## src/rtl/newsstand_vend.sv

```systemverilog
// Newspaper vending controller: coin credit accumulator, single-cycle vend,
// nickel-at-a-time change/refund, and a stock counter with sold-out lockout.
module newsstand_vend #(
    parameter int PRICE       = 15,
    parameter int STOCK_DEPTH = 8,
    parameter int CREDIT_W    = 8,
    parameter int STOCK_W     = $clog2(STOCK_DEPTH + 1)
) (
    input  logic                clock,
    input  logic                reset_n,
    input  logic [2:0]          coin,
    input  logic                cancel,
    input  logic                restock,
    output logic                newspaper,
    output logic                change,
    output logic                coin_reject,
    output logic [CREDIT_W-1:0] credit,
    output logic [STOCK_W-1:0]  stock,
    output logic                sold_out
);

    typedef enum logic [1:0] {COLLECT, VEND, RETURN} state_t;

    localparam logic [CREDIT_W-1:0] PRICE_C  = CREDIT_W'(PRICE);
    localparam logic [CREDIT_W-1:0] NICKEL_C = CREDIT_W'(5);
    localparam logic [STOCK_W-1:0]  FULL_C   = STOCK_W'(STOCK_DEPTH);

    state_t              state, state_nx;
    logic [CREDIT_W-1:0] credit_nx;
    logic [STOCK_W-1:0]  stock_nx;
    logic                reject_nx;
    logic [CREDIT_W-1:0] coin_value;
    logic                coin_valid;

    // Codes 4..7 have bit 2 set and are never worth anything.
    assign coin_valid = (coin != 3'd0) && !coin[2];

    always_comb begin
        case (coin)
            3'd1:    coin_value = CREDIT_W'(5);
            3'd2:    coin_value = CREDIT_W'(10);
            3'd3:    coin_value = CREDIT_W'(25);
            default: coin_value = '0;
        endcase
    end

    always_comb begin
        state_nx  = state;
        credit_nx = credit;
        stock_nx  = stock;
        reject_nx = 1'b0;
        case (state)
            COLLECT: begin
                if (cancel && credit != '0) begin
                    state_nx  = RETURN;
                    reject_nx = (coin != 3'd0);
                end else if (coin_valid && stock != '0) begin
                    credit_nx = credit + coin_value;
                    if (credit_nx >= PRICE_C)
                        state_nx = VEND;
                end else if (coin != 3'd0) begin
                    reject_nx = 1'b1;
                end
            end
            VEND: begin
                credit_nx = credit - PRICE_C;
                if (stock != '0)
                    stock_nx = stock - STOCK_W'(1);
                state_nx  = (credit_nx != '0) ? RETURN : COLLECT;
                reject_nx = (coin != 3'd0);
            end
            RETURN: begin
                credit_nx = credit - NICKEL_C;
                if (credit == NICKEL_C)
                    state_nx = COLLECT;
                reject_nx = (coin != 3'd0);
            end
            default: state_nx = COLLECT;
        endcase
        // Restock wins over the vend decrement on the same edge.
        if (restock)
            stock_nx = FULL_C;
    end

    always_ff @(posedge clock or negedge reset_n) begin
        if (!reset_n) begin
            state       <= COLLECT;
            credit      <= '0;
            stock       <= FULL_C;
            coin_reject <= 1'b0;
        end else begin
            state       <= state_nx;
            credit      <= credit_nx;
            stock       <= stock_nx;
            coin_reject <= reject_nx;
        end
    end

    assign newspaper = (state == VEND);
    assign change    = (state == RETURN);
    assign sold_out  = (stock == '0);

endmodule

```

## config.mk

```make
export PLATFORM = sky130hd
export DESIGN_NAME = newsstand_vend
export DESIGN_NICKNAME = d
export VERILOG_FILES = /design/src/rtl/newsstand_vend.sv
export SDC_FILE = /design/constraint.sdc
export NUM_CORES = 1
export LEC_CHECK = 0
export BUFFER_PORTS_ARGS = -buffer_cell sky130_fd_sc_hd__buf_2
export CAP_MARGIN = 10
export CORE_MARGIN = 3
export CORE_UTILIZATION = 55
export DETAILED_ROUTE_END_ITERATION = 12
export PLACE_DENSITY_LB_ADDON = 0.05
export SLEW_MARGIN = 20
export SYNTH_ARGS = -nofsm -noshare
export SYNTH_HDL_FRONTEND = slang
export SYNTH_SLANG_ARGS = --single-unit
```

## constraint.sdc

```tcl
create_clock -name clock -period 4.4 [get_ports clock]
set_clock_uncertainty 0.05 [all_clocks]
set_input_delay 0.44 -clock clock [delete_from_list [all_inputs] [get_ports clock]]
set_output_delay 0.44 -clock clock [all_outputs]
set_load 0.05 [all_outputs]
```

# --- Word-level counts from Yosys, hierarchy flattened ---
# Index checks and enable logic that the tools add are counted.
op_classes:
  add_sub_neg: 4
  mul: 0
  n_div: 0
  magnitude_cmp: 1
  eq_ne: 11
  n_shift: 0
  mux: 17
  bitwise: 0
  reduce_logical: 17
op_table:
  columns: ["op", "count"]
  rows:
  - ["$pmux 8 s3", 1]
  - ["$mux 8", 2]
  - ["$reduce_bool 8->1", 2]
  - ["$pmux 5 s3", 1]
  - ["$mux 4", 3]
  - ["$mux 2", 5]
  - ["$add 8x8->8", 1]
  - ["$eq 8x3->1 const B", 1]
  - ["$ge 8x4->1 const B", 1]
  - ["$sub 8x3->8 const B", 1]
  - ["$sub 8x4->8 const B", 1]
  - ["$eq 3x2->1 const B", 2]
  - ["$ne 3x3->1 const B", 2]
  - ["$pmux 2 s3", 1]
  - ["$reduce_and 3->1", 2]
  - ["$reduce_bool 3->1", 2]
  - ["$logic_not 4->1", 1]
  - ["$ne 2x2->1 const B", 2]
  - ["$reduce_bool 2->1", 2]
  - ["$reduce_bool 4->1", 1]
  - ["$sub 4x1->4 const B", 1]
  - ["$eq 3x1->1 const B", 1]
  - ["$logic_and 1x1->1", 3]
  - ["$mux 1", 3]
  - ["8 further kinds", 8]
totals:
  regBits: 15
  latchBits: 0
  ram_bits: 0
  romBits: 0
  output_inout_bits: 16
  wordCells: 54
  n_memories: 0

# --- Logic depth before layout (Yosys ltp) ---
depth:
  word_depth: 8
  ltp_mapped: 10
  depth_no_buf: 10

# --- Worst setup path after synthesis ---
# OpenSTA, ideal clock, no wires.
synth_path:
  kind: "reg-to-reg"
  from: "register credit[1]"
  to: "register state[1]"
  setup_time_ns: 0.128
  arrival_ns: 3.074
  required_ns: 4.222
  slack_ns: 1.148
  stages_incl_launch_ff: 9
  n_path_buf: 0
  synth_period_minus_slack_ns: 3.252
  cell_sequence: "dfrtp_1 inv_1 fa_1 and2b_1 o21ai_0 or4b_2 a311oi_1 a31oi_1 mux2_1"
synth_via:
  elab_chain_cells: 4
  word_cells_on_any_way: 14
  cone_classes: "add/sub: 2; order compare: 1; eq/ne: 4; mux: 3; reduce/logical: 4"
synth_rtl:
  columns: ["item", "line", "source"]
  rows:
  - ["start: declaration", "17", "output logic [CREDIT_W-1:0] credit,"]
  - ["start signal: assignment", "93", "credit <= credit_nx;"]
  - ["$add 8x8->8, or another cell as far along", "58", "credit_nx = credit + coin_value;"]
  - ["$ge 8x4->1, or another cell as far along", "59", "if (credit_nx >= PRICE_C)"]
  - ["$ne 3x3->1 (no source line), or another cell as far along", null, null]
  - ["$reduce_and 3->1 (no source line) or $pmux 2 s3 (tied branches)", null, null]
  - ["end signal: assignment", "92", "state <= state_nx;"]
  - ["end: declaration", "28", "state_t state, state_nx;"]
# Parallel ways exist; a longest one is shown, timed or not.
# A chain may end at the register's enable or synchronous reset.

# --- Worst setup path in the final report ---
layout_path:
  from: "register credit[0]"
  to: "register state[1]"
# Same word-level chain as after synthesis.

==> results by stage <==
Synthesis:
- The share of the Yosys chip area taken by registers is 0.235.
- The synthesized area per cell is between 7 and 8 µm².
- Of the total synthesized cell area, the portion taken by XOR and XNOR cells is 0.0274.
- After synthesis, the largest family of logic cells by area is compound AO/OA/AOI/OAI gates.
- The count of flip-flops with a built-in enable after synthesis is 0.
- Synthesis inferred 15 register bits.
- Among all flip-flop cells after synthesis, the most frequent one is sky130_fd_sc_hd__dfrtp_1.
- Yosys printed 0 warnings.
- The number of different library cells in the post-synthesis netlist is 61.
- The area fraction in compound gates after synthesis is 0.287.
- The post-synthesis share of cell area spent on and, or, nand and nor gates is 0.237.
- The area of the mapped netlist is roughly 1600 µm².
- The post-synthesis instance total is 201.
- The synthesized net count is around 220.
- The fraction of the mapped netlist area in adder cells is 0.122.
- The mux cell area share after synthesis is 0.0195.
- Counting flops with an async set or reset pin after synthesis yields a share of 1.00.

Placed design:
- The count of buffers added on input and output ports is 22.
- The weighted congestion at the end of routability-driven global placement is between 0.8 and 0.9.
- The estimated wirelength of the detail-placed design is roughly 3.2 mm.

Global route:
- The number of global-route vias before repair is ~1,500.
- The remaining global-route overflow is 0.
- The first global-routing pass estimated between 6 and 7 mm of wire.
- The pin count of the biggest net entering global routing is 19.
- The initial antenna violation count came to 0.
- The overall global routing resource usage is 0.250.

Worst setup path:
- The worst stage delay on the critical path is approximately 0.63 ns.
- The endpoint class of the critical path is a flop.
- Walking the worst path, the cells encountered are ha_1 -> inv_1 -> fa_1 -> and2b_1 -> o21ai_0 -> or4b_2 -> a311oi_1 -> a31oi_1 -> mux2_1.
- The largest driver fanout on the critical path is 14.
- The slowest cell on the critical path is sky130_fd_sc_hd__dfrtp_1.
- The arrival time at the worst endpoint is between 3 and 4 ns.
- The nature of the critical path startpoint is a flop.
- The required time at the worst-slack endpoint is 4.52 ns.
- The worst setup path is of the flop to flop kind.

STA:
- The post-route fraction of the period consumed by the critical path is 0.765.
- Setup violations remaining at the end of the flow were counted as 0.
- The headroom to the max-slew limit is 0.619.
- The smallest clock period supported by the final layout is computed as around 3.4 ns.
- Across all hold checks on the routed design, the worst slack comes to -0.00492 ns.
- The final-report max-slew violation count came to 0.
- The final hold violation count is 14.
- The measured slew at the worst slew-check pin is between 0.5 and 0.6 ns.
- Setup repair after global routing left no endpoint under its margin.
- The sum of negative setup slack is 0 ns.
- The timing-limited maximum frequency is roughly 300 MHz.

Layout:
- Leaving out fill and tap cells, the most frequent cell in the layout is sky130_fd_sc_hd__buf_2.
- After filler insertion, the fill cell instance count of the layout stands at 237.
- The flip-flop and latch area is 377 µm².
- The area taken by multi-input logic gates is roughly 1100 µm².
- The repair_antennas step left the layout with diodes totalling 0.
- Leaving out fill and tap cells, the most frequent cells in the layout are sky130_fd_sc_hd__buf_2 (22), sky130_fd_sc_hd__nor2_1 (16), sky130_fd_sc_hd__inv_1 (15), sky130_fd_sc_hd__o21ai_0 (15), sky130_fd_sc_hd__nand2_1 (15).
- The layout cell share with drive strength beyond 1 is 0.154.
- For this run, the post-layout net count is around 240.
- Compared with the post-synthesis result, the final layout area differs by 7.19%.

Drt:
- The remaining antenna violation count is 0.
- The first TritonRoute pass finished after 4 iterations.
- The vias per cell is 6.63.
- The number of DRC markers after the initial detailed-route iteration is between 100 and 150.
- The number of DRC violations after detailed routing is 0.
- The average wire per standard cell is between 15 and 20 µm.
- After detailed routing, the total wire length is slightly above 4 mm.
- The via count of the routed design is between 1,500 and 2,000.

Clocking:
- Once the clock tree was built, the setup fixing pass inserted 0 buffers.
- The count of instances resized after the clock tree is built is 0.
- The longest clock path from root to sink contains 2 buffers.
- The clock reaches the later pin of the worst-skew pair after ~0.29 ns.
- TritonCTS built the clock tree.
- The tree is rooted in a sky130_fd_sc_hd__clkbuf_4.
- The number of hold buffers added after cts is 0.
- Counting every sink on the clock net gives 15.
- The clock-pin slew on the worst setup and hold paths is 0.09 ns.
- Clock tree synthesis inserted a total of 3 buffers.
- CTS built an H-tree with a depth of 1.

Die:
- The initial utilization of the core area, before any placement, comes to 0.613.
- The vertical die dimension is 59.9 µm.
- 23 I/O pins were placed.
- The floorplan die area is roughly 3600 µm².
- In this run the horizontal extent of the chip is about 60 µm.
- The standard-cell row count is 18.
- The region available for standard cell placement spans ~2600 µm².

Status:
- The final reports fail on negative hold slack.
- The run finished, with violations left.

Hold path:
- The worst hold path class is primary input to async pin.

Run:
- The tool flagged a number of max-cap violations equal to 0.
==> cells in the mapped netlist, types with 2 or more instances <==
cell type	count	area [µm²]
sky130_fd_sc_hd__a211oi_1	4	30.0
sky130_fd_sc_hd__a21o_1	2	15.0
sky130_fd_sc_hd__a21oi_1	13	65.1
sky130_fd_sc_hd__a22o_1	2	17.5
sky130_fd_sc_hd__a31oi_1	5	31.3
sky130_fd_sc_hd__and2_1	2	12.5
sky130_fd_sc_hd__and4_1	2	17.5
sky130_fd_sc_hd__clkbuf_1	10	37.5
sky130_fd_sc_hd__dfrtp_1	14	350
sky130_fd_sc_hd__ha_1	14	175
sky130_fd_sc_hd__inv_1	15	56.3
sky130_fd_sc_hd__mux2i_1	2	20.0
sky130_fd_sc_hd__nand2_1	15	56.3
sky130_fd_sc_hd__nand2b_1	3	18.8
sky130_fd_sc_hd__nand3_1	3	15.0
sky130_fd_sc_hd__nand4_1	2	12.5
sky130_fd_sc_hd__nor2_1	16	60.1
sky130_fd_sc_hd__nor2b_1	3	18.8
sky130_fd_sc_hd__nor3_1	5	25.0
sky130_fd_sc_hd__nor3b_1	2	15.0
sky130_fd_sc_hd__nor4_1	3	18.8
sky130_fd_sc_hd__o211ai_1	4	30.0
sky130_fd_sc_hd__o21a_1	2	15.0
sky130_fd_sc_hd__o21ai_0	15	75.1
sky130_fd_sc_hd__o21bai_1	2	15.0
sky130_fd_sc_hd__o221ai_1	2	17.5
sky130_fd_sc_hd__o31ai_1	2	15.0
sky130_fd_sc_hd__xnor2_1	2	17.5
sky130_fd_sc_hd__xor2_1	3	26.3
==> per-stage QoR <==
step	area (µm²)	worst slack (ns)	hold slack, ns	utilization	cells
final	1720	1.03	-0.00492	0.657	244
after global placement	1690	1.12	0.308	0.647	240
after global routing	1720	0.818	0.00117	0.657	244
after CTS	1720	1.06	0.00339	0.657	244
after detailed placement	1690	0.936	0.316	0.647	240
after floorplan	1600	1.15	0.0944	-	201
==> sequential cells by signal (all words and copies together), names as in the netlist <==
signal and cells:
credit 8, stock 4, state 2, coin_reject 1
==> logic make-up (layout without fill, tap and decap cells) <==
| logic type | after synthesis | in the layout |
|---|---|---|
| muxes | 3 | 3 |
| xor gates and xnor gates | 5 | 5 |
| buffers and inverters | 28 | 41 |
| AOI/OAI and AO/OA | 66 | 66 |
| and+or+nand+nor | 69 | 69 |
| adders and majority gates | 15 | 15 |
| DFF | 15 | 15 |
==> worst paths after layout <==
| kind | endpoint | from | cells past startpoint | slack, ns |
|---|---|---|---|---|
| worst max-delay path | state[1]$_DFFE_PN0P_ | credit[0]$_DFFE_PN0P_ | 9 | 1.03 |
| worst min-delay path | credit[5]$_DFFE_PN0P_ | reset_n | 1 | -0.005 |
| worst max register to register | state[1]$_DFFE_PN0P_ | credit[0]$_DFFE_PN0P_ | 9 | 1.03 |
| worst min register to register | state[1]$_DFFE_PN0P_ | state[1]$_DFFE_PN0P_ | 1 | 0.53 |
| max in group asynchronous | stock[3]$_DFFE_PN1P_ | reset_n | 1 | 4.01 |
| min in group clock | stock[0]$_DFFE_PN0P_ | restock | 2 | 0.30 |
==> worst max-delay path: cells and delay by family (launching register included) <==
kind / cells / cell delay, ns
and+or+nand+nor: 2 / 0.88
adders and majority gates: 2 / 0.68
DFF: 1 / 0.63
AOI/OAI and AO/OA: 3 / 0.60
muxes: 1 / 0.34
buffers and inverters: 1 / 0.08
==> cell type report <==
class	instances	area share
tap	30	0.0219
timing repair buffer	22	0.0642
clock buffer	4	0.0153
sequential	15	0.220
inverter	15	0.0328
multi-input combinational	158	0.646
==> metal layers <==
| metal | up-vias | GRT usage | part of all wire |
|---|---|---|---|
| met5 | - | 0 | 0 |
| met4 | 0 | 0.114 | 0.026 |
| met3 | 10 | 0.0367 | 0.065 |
| met2 | 63 | 0.381 | 0.45 |
| met1 | 773 | 0.347 | 0.46 |
| li1 | 772 | - | - |
Power is not shown: default switching activity piles up to over one toggle a cycle in this logic, so the estimate is an artifact.
